<file path="config.mk">
export PLATFORM = sky130hd
export DESIGN_NAME = mac_ctrl
export DESIGN_NICKNAME = d
export VERILOG_FILES = /design/src/rtl/mac_pkg.sv /design/src/rtl/valid_pipe.sv /design/src/rtl/mac_ctrl.sv
export SDC_FILE = /design/constraint.sdc
export NUM_CORES = 1
export LEC_CHECK = 0
export ABC_AREA = 1
export CAP_MARGIN = 30
export CORE_MARGIN = 4
export CORE_UTILIZATION = 46
export CTS_CLUSTER_SIZE = 28
export DETAILED_ROUTE_END_ITERATION = 7
export PLACE_DENSITY = 0.74
export SYNTH_ARGS = -nofsm -noshare
export SYNTH_HDL_FRONTEND = slang
export SYNTH_SLANG_ARGS = --single-unit
</file>
<file path="constraint.sdc">
create_clock -name clk -period 1.9 [get_ports clk]
set_clock_uncertainty 0.2 [all_clocks]
set_input_delay 0.285 -clock clk [delete_from_list [all_inputs] [get_ports clk]]
set_output_delay 0.285 -clock clk [all_outputs]
set_load 0.02 [all_outputs]
</file>
<file path="src/rtl/mac_pkg.sv">
// Shared types and constants for the dot-product MAC controller.
package mac_pkg;

  typedef enum logic [2:0] {
    ST_IDLE,
    ST_CLEAR,
    ST_FETCH,
    ST_DRAIN,
    ST_DONE
  } state_t;

  // DRAIN must cover the valid pipe so the last product reaches the accumulator.
  localparam int DRAIN_CYCLES = 2;
  localparam int VALID_DEPTH  = DRAIN_CYCLES;
  localparam int DRAIN_CNT_W  = $clog2(DRAIN_CYCLES + 1);

endpackage

</file>
<file path="src/rtl/valid_pipe.sv">
// Delay line for the issue-valid strobe; o_taps[k] is the input delayed k+1 cycles.
module valid_pipe #(
  parameter int DEPTH = 2
) (
  input  logic             clk,
  input  logic             rst_n,
  input  logic             i_valid,
  output logic [DEPTH-1:0] o_taps
);

  logic [DEPTH-1:0] r_pipe;
  logic [DEPTH-1:0] w_shift_in;

  assign w_shift_in[0] = i_valid;

  generate
    for (genvar gi = 1; gi < DEPTH; gi++) begin : g_stage
      assign w_shift_in[gi] = r_pipe[gi-1];
    end
  endgenerate

  always_ff @(posedge clk) begin
    if (!rst_n) begin
      r_pipe <= '0;
    end else begin
      r_pipe <= w_shift_in;
    end
  end

  assign o_taps = r_pipe;

endmodule

</file>
<file path="src/rtl/mac_ctrl.sv">
// Sequencer for one dot-product job: clears the accumulator, streams operand
// addresses, and steers product/accumulator enables through a valid pipe.
module mac_ctrl
  import mac_pkg::*;
#(
  parameter int ADDR_W = 8,
  parameter int LEN_W  = ADDR_W + 1
) (
  input  logic              clk,
  input  logic              rst_n,
  input  logic              start,
  input  logic [LEN_W-1:0]  len,
  output logic [ADDR_W-1:0] addr,
  output logic              mul_en,
  output logic              acc_clr,
  output logic              acc_en,
  output logic              res_valid,
  input  logic              res_ready,
  output logic              busy,
  output logic              done
);

  localparam logic [LEN_W-1:0] MAX_LEN = LEN_W'(2 ** ADDR_W);

  state_t                 r_state, w_state;
  logic [ADDR_W-1:0]      r_addr, w_addr;
  logic [LEN_W-1:0]       r_len, w_len;
  logic [DRAIN_CNT_W-1:0] r_drain_cnt, w_drain_cnt;
  logic                   w_issue;
  logic                   w_last;
  logic [VALID_DEPTH-1:0] w_taps;

  // Widened compare so a full 2^ADDR_W job ends at the top address without wrapping.
  assign w_last = (LEN_W'(r_addr) + LEN_W'(1)) == r_len;

  always_ff @(posedge clk) begin
    if (!rst_n) begin
      r_state     <= ST_IDLE;
      r_addr      <= '0;
      r_len       <= '0;
      r_drain_cnt <= '0;
    end else begin
      r_state     <= w_state;
      r_addr      <= w_addr;
      r_len       <= w_len;
      r_drain_cnt <= w_drain_cnt;
    end
  end

  always_comb begin
    w_state     = r_state;
    w_addr      = r_addr;
    w_len       = r_len;
    w_drain_cnt = r_drain_cnt;
    w_issue     = 1'b0;
    acc_clr     = 1'b0;
    res_valid   = 1'b0;
    done        = 1'b0;
    busy        = 1'b1;
    case (r_state)
      ST_IDLE: begin
        busy = 1'b0;
        if (start) begin
          w_len   = (len > MAX_LEN) ? MAX_LEN : len;
          w_state = ST_CLEAR;
        end
      end
      ST_CLEAR: begin
        acc_clr     = 1'b1;
        w_drain_cnt = '0;
        // An empty job leaves addr on its previously issued value.
        if (r_len != '0) begin
          w_addr  = '0;
          w_state = ST_FETCH;
        end else begin
          w_state = ST_DRAIN;
        end
      end
      ST_FETCH: begin
        w_issue = 1'b1;
        if (w_last) begin
          w_state = ST_DRAIN;
        end else begin
          w_addr = r_addr + ADDR_W'(1);
        end
      end
      ST_DRAIN: begin
        if (r_drain_cnt == DRAIN_CNT_W'(DRAIN_CYCLES - 1)) begin
          w_state = ST_DONE;
        end else begin
          w_drain_cnt = r_drain_cnt + DRAIN_CNT_W'(1);
        end
      end
      ST_DONE: begin
        res_valid = 1'b1;
        if (res_ready) begin
          done    = 1'b1;
          w_state = ST_IDLE;
        end
      end
      default: begin
        w_state = ST_IDLE;
      end
    endcase
  end

  valid_pipe #(
    .DEPTH (VALID_DEPTH)
  ) u_valid_pipe (
    .clk     (clk),
    .rst_n   (rst_n),
    .i_valid (w_issue),
    .o_taps  (w_taps)
  );

  assign addr   = r_addr;
  assign mul_en = w_taps[0];
  assign acc_en = w_taps[VALID_DEPTH-1];

endmodule

</file>
# Yosys cells after proc, flatten, opt, wreduce, memory -nomap -nowiden
# Cells that the tools add are included.
[word_totals] wordCells=48 regBits=24 out_inout_bits=14
[op_classes] eq_ne=13 n_reduce_logical=8 n_mux=18 add_sub_neg=3 n_lt_le_gt_ge=1
[op_table] op="$mux W8" count=2
[op_table] op="$pmux W8 S2" count=1
[op_table] op="$pmux W3 S5" count=1
[op_table] op="$ne A2 B2 Y1 const B" count=7
[op_table] op="$mux W3" count=4
[op_table] op="$add A8 B1 Y9 const B" count=1
[op_table] op="$eq A9 B9 Y1" count=1
[op_table] op="$gt A9 B9 Y1 const B" count=1
[op_table] op="$mux W9" count=1
[op_table] op="$reduce_bool A9 Y1" count=1
[op_table] op="$add A8 B1 Y8 const B" count=1
[op_table] op="$mux W1" count=7
[op_table] op="$eq A3 B2 Y1 const B" count=2
[op_table] op="$pmux W2 S2" count=1
[op_table] op="$reduce_and A2 Y1" count=2
[op_table] op="$reduce_and A4 Y1" count=1
[op_table] op="$reduce_bool A2 Y1" count=2
[op_table] op="$eq A3 B1 Y1 const B" count=1
[op_table] op="$eq A3 B3 Y1 const B" count=1
[op_table] op="$logic_not A3 Y1" count=1
[op_table] op="$reduce_and A3 Y1" count=1
[op_table] op="$add A2 B1 Y2 const B" count=1
[op_table] op="$eq A2 B1 Y1 const B" count=1
[op_table] op="$mux W2" count=1

# Longest topological paths before layout
[logic_depth] depth_word=4 mapped_depth=16 depth_no_buf=16

# Cells and area by module
# From an unflattened synthesis, not the netlist that was laid out.
[unflattened] hier_cells=226 area_unflattened_um2=1534.0
[modules_own_cells] module="mac_ctrl" seq_area_each_um2=440.4 n_inst=1 area_each_um2=1478.9 cells_per_inst=220
[modules_own_cells] module="valid_pipe" seq_area_each_um2=40.0 n_inst=1 area_each_um2=55.1 cells_per_inst=6

# Worst setup path after synthesis
# Ideal clock, no wire load.
[synth_timing] kind="reg-to-reg" start="register r_addr[0] (netlist: addr[0])" end="register r_addr[6] (netlist: addr[6])" arrival_ps=1805 n_path_buf=0 setup_slack_ps=-163 setup_time_ps=58 period_less_slack_ps=2063 stages_incl_launch_ff=16 path_cell_list="dfxtp_1 -> ha_1 -> nand2_1 -> inv_1 -> nand3_1 -> nand2_1 -> nand2_1 -> nand2_1 -> nand2_1 -> nor2_1 -> nand2_2 -> nand2_4 -> nand2_4 -> nor2_4 -> nand2_1 -> nand2_1"
[synth_between] elab_chain_len=4 elab_cells_between_ends=7 cone_classes="2 x add/sub; 2 x eq/ne; 2 x mux; 1 x reduce/logical"
[synth_rtl] item="from (decl)" line="mac_ctrl.sv:26" rtl="logic [ADDR_W-1:0] r_addr, w_addr;"
[synth_rtl] item="from (signal assigned)" line="mac_ctrl.sv:44" rtl="r_addr <= w_addr;"
[synth_rtl] item="$add A8 B1 Y9" line="mac_ctrl.sv:34" rtl="assign w_last = (LEN_W'(r_addr) + LEN_W'(1)) == r_len;"
[synth_rtl] item="$eq A9 B9 Y1" line="mac_ctrl.sv:34"
[synth_rtl] item="$ne A2 B2 Y1 (no line)"
[synth_rtl] item="$reduce_and A3 Y1 (no line)"
# Parallel ways exist; a longest one is shown, timed or not. The select of a mux whose other input is x is not followed.
# A chain may end at the register's enable or synchronous reset.

# Worst setup path after layout
[layout_timing] start="register r_addr[1] (netlist: addr[1])" end="register r_addr[3] (netlist: addr[3])"
# Same word-level chain as after synthesis.

==> run metrics <==
Leak Pwr 0.983 nW; Placed Cells 316; switching pwr 1.19 mW; dpl hpwl 2850 um; post-synthesis cell count roughly 230; Final nets 296; crit end category flip-flop; worst endpoint required time 1.97 ns; Core ar. ~3000 um2; Final Cycle Share 107%; failing checks setup timing; #FFs+latches synth 24; Critical Path, Cell by Cell buf_6 -> nand2_2 -> nor2_4 -> nand2_2 -> nand2_2 -> nand2_1 -> nand2_2 -> nand3_2 -> nor2_2 -> nand2_2 -> buf_4 -> nand2_4 -> nand3_1 -> a21oi_1; drt first pass iters 4; PortBufs 26; adder-cell share of the synthesized area 1.72%; Syn Nets 243; CP Class flip-flop to flip-flop; worst vdd ir 0.800 mV; Tot GR Track Use 19.3%; outcome finished, violations left; Post-synth EDFFs 0; largest family of logic cells by synthesized area simple AND/OR/NAND/NOR gates; largest net degree at the start of global routing 15; crit path max fanout 7; Slowest-stage cell, CP dfxtp_4; Detailed Route Iter0 Violations 65; wire per inst 11.6 um; CP arrival 2.10 ns; Placer Congestion 0.874; clock share of power 14.1%; synthesized cell area 1460 um2; Power, Total 2.67 mW; top-count cell post-synth nand2_1; drt via density 5.05; hold_buf cts 0; RSZ-0062 raised after global routing yes; Rows 20; die area 4130 um2; Syn Area/Cell 6.38 um2; CTS Buf Count 3; layout cells sized above 1 25.0%; vias in the first global route 1,476; Synth Flop Type dfxtp_1; Antenna diodes 0; fin crit period roughly 2 ns; Hold WC Path Type flip-flop to flip-flop; top cell type's share of synthesized area about a third; Filler cells 287; max-cap check violation count 0; Max Root-Sink Buffers 2; Reg power frac 28.8%; synth cell count leaders nand2_1 (59), inv_1 (36), nand3_1 (25), dfxtp_1 (24), a21oi_1 (19); post-synth cell types 22; TritonCTS clock tree yes; IO Pins 27; Area contributors post-synth dfxtp_1 (33%), nand2_1 (15%), inv_1 (9.3%); XOR/XNOR Fraction of Synth Area 0%; Power Dens Cells between 1000 and 1500 nW/um2; overflow left after global routing 0; setup violators final 11; Die Wd between 60 and 70 um; ANT nets after route 0; via count roughly 1,600; relative slew slack about 77%; CTS H-tree depth 1; final hold vios 0; global-route wire length before repair 6380 um; CTS root buffer clkbuf_4; Worst Tran Pin Value roughly 0.34 ns; Combinational Power Share 57.1%; Post-Layout Cell Count 324; simple-gate portion of the synthesized area a little over two fifths; Setup WS post-layout -0.130 ns; clock slew at reported path FFs 0.14 ns; Initial Util 48.1%; CP dominant cell by count nand2_2; max-slew violation count 0; Switching Share approximately 45%; area added between synthesis and finish 42.3%; Max Clock Freq 493 MHz; cell taking the most area after synthesis dfxtp_1; Syn. warnings 0; mux contribution to synthesized area 0%; nature of the critical path startpoint flip-flop; ys async rst share 0%; Vert. Die Dim 64.2 um; initial antenna violation count 0; routed wire length 3750 um; P_int 1.48 mW; residual DRC count 0; Compound-Gate Fraction of Synth Area 11.3%; Clock Latency Late Sink 0.32 ns; TritonCTS Sinks 24; register area share after synthesis around a third; Crit path largest cell delay 0.39 ns
state kept, by name, summed over array words and instances (netlist names):
| register | count |
|---|---|
| r_state | 3 |
| u_valid_pipe.o_taps | 2 |
| r_drain_cnt | 2 |
| addr | 8 |
| r_len | 9 |
critical path: cells and delay by family, from the launching register on:
kind                   cells  cell delay [ns]
and+or+nand+nor           11             0.99
DFF                        1             0.39
buffers and inverters      2             0.25
AOI/OAI and AO/OA          1             0.14
cell usage in the layout, fill, tap and decap left out:
master	synthesis	final
a211oi_1	7	7
a21oi_1	19	16
a21oi_2	0	3
buf_4	0	21
buf_6	0	2
bufinv_16	0	1
clkbuf_2	0	3
clkbuf_4	0	3
clkdlybuf4s50_1	0	14
dfxtp_1	24	21
dfxtp_2	0	1
dfxtp_4	0	2
dlygate4sd2_1	0	7
dlymetal6s2s_1	0	2
ha_1	2	1
ha_4	0	1
inv_1	36	34
inv_2	3	5
nand2_1	59	55
nand2_2	5	9
nand2_4	2	3
nand3_1	25	19
nand3_2	2	8
nand3b_1	2	2
nand4_1	5	5
nor2_1	18	16
nor2_2	2	4
nor2_4	3	3
nor3_1	5	4
nor3_2	0	1
nor4_1	3	3
o211ai_1	1	1
o21ai_0	2	2
or2_0	1	1
final timing paths:
path                                        startpoint                endpoint  slack, ns  cells past startpoint
worst min-delay path            u_valid_pipe.o_taps[0]  u_valid_pipe.o_taps[1]       0.24                      2
worst max-delay path                           addr[1]                 addr[3]      -0.13                     14
worst min register to register  u_valid_pipe.o_taps[0]  u_valid_pipe.o_taps[1]       0.24                      2
worst max register to register                 addr[1]                 addr[3]      -0.13                     14
layout make-up:
type                            count  area (um2)  share of cell area, %
Sequential cell                    24         489                   23.6
Clock buffer                        3        22.5                   1.09
Inverter                           39         146                   7.07
Clock inverter                      1        30.0                   1.45
Tap cell                           44        55.1                   2.66
Timing Repair Buffer               49         422                   20.4
Multi-Input combinational cell    164         906                   43.7
per-layer routing:
| layer | vias up | GRT usage (%) | wire length (um) |
|---|---|---|---|
| met4 | 0 | 7.92 | 76 |
| li1 | 851 | - | - |
| met1 | 721 | 24.3 | 1730 |
| met3 | 11 | 2.28 | 180 |
| met5 | - | 0 | 0 |
| met2 | 54 | 33.0 | 1760 |
cells by family (layout without fill, tap and decap cells):
| family | count (synthesis) | in the layout |
|---|---|---|
| and+or+nand+nor | 132 | 133 |
| buffers and inverters | 41 | 92 |
| AOI/OAI and AO/OA | 29 | 29 |
| DFF | 24 | 24 |
| adders and majority gates | 2 | 2 |
power groups by stage:
stage               clock (mW)  combinational (mW)  sequential, mW
floorplan                    0               0.846           0.823
global route             0.400                1.69           0.796
CTS                      0.387                1.42           0.765
global placement             0                1.42           0.765
detailed placement           0                1.43           0.769
finish                   0.377                1.53           0.769
per-stage QoR:
stage | hold WS, ns | setup WS (ns) | util, % | area (um2) | TNS, ns
2_1_floorplan | 0.178 | 0.000624 | - | 1470 | 0
3_3_place_gp | 0.222 | -0.164 | 63.6 | 1930 | -1.07
3_5_place_dp | 0.226 | -0.210 | 63.6 | 1930 | -1.52
4_1_cts | 0.245 | -0.143 | 65.6 | 1990 | -0.876
5_1_grt | 0.279 | -0.266 | 68.4 | 2070 | -2.45
6_report | 0.241 | -0.130 | 68.4 | 2070 | -0.950
what timing repair did:
item                       4_1_cts  5_1_grt
gates resized for setup         14       28
pin swaps                        1        6
setup endpoints to repair       21       16
gates cloned                     1        0
buffers inserted                 0        3
No activity file was read; power rests on OpenSTA's default activity.
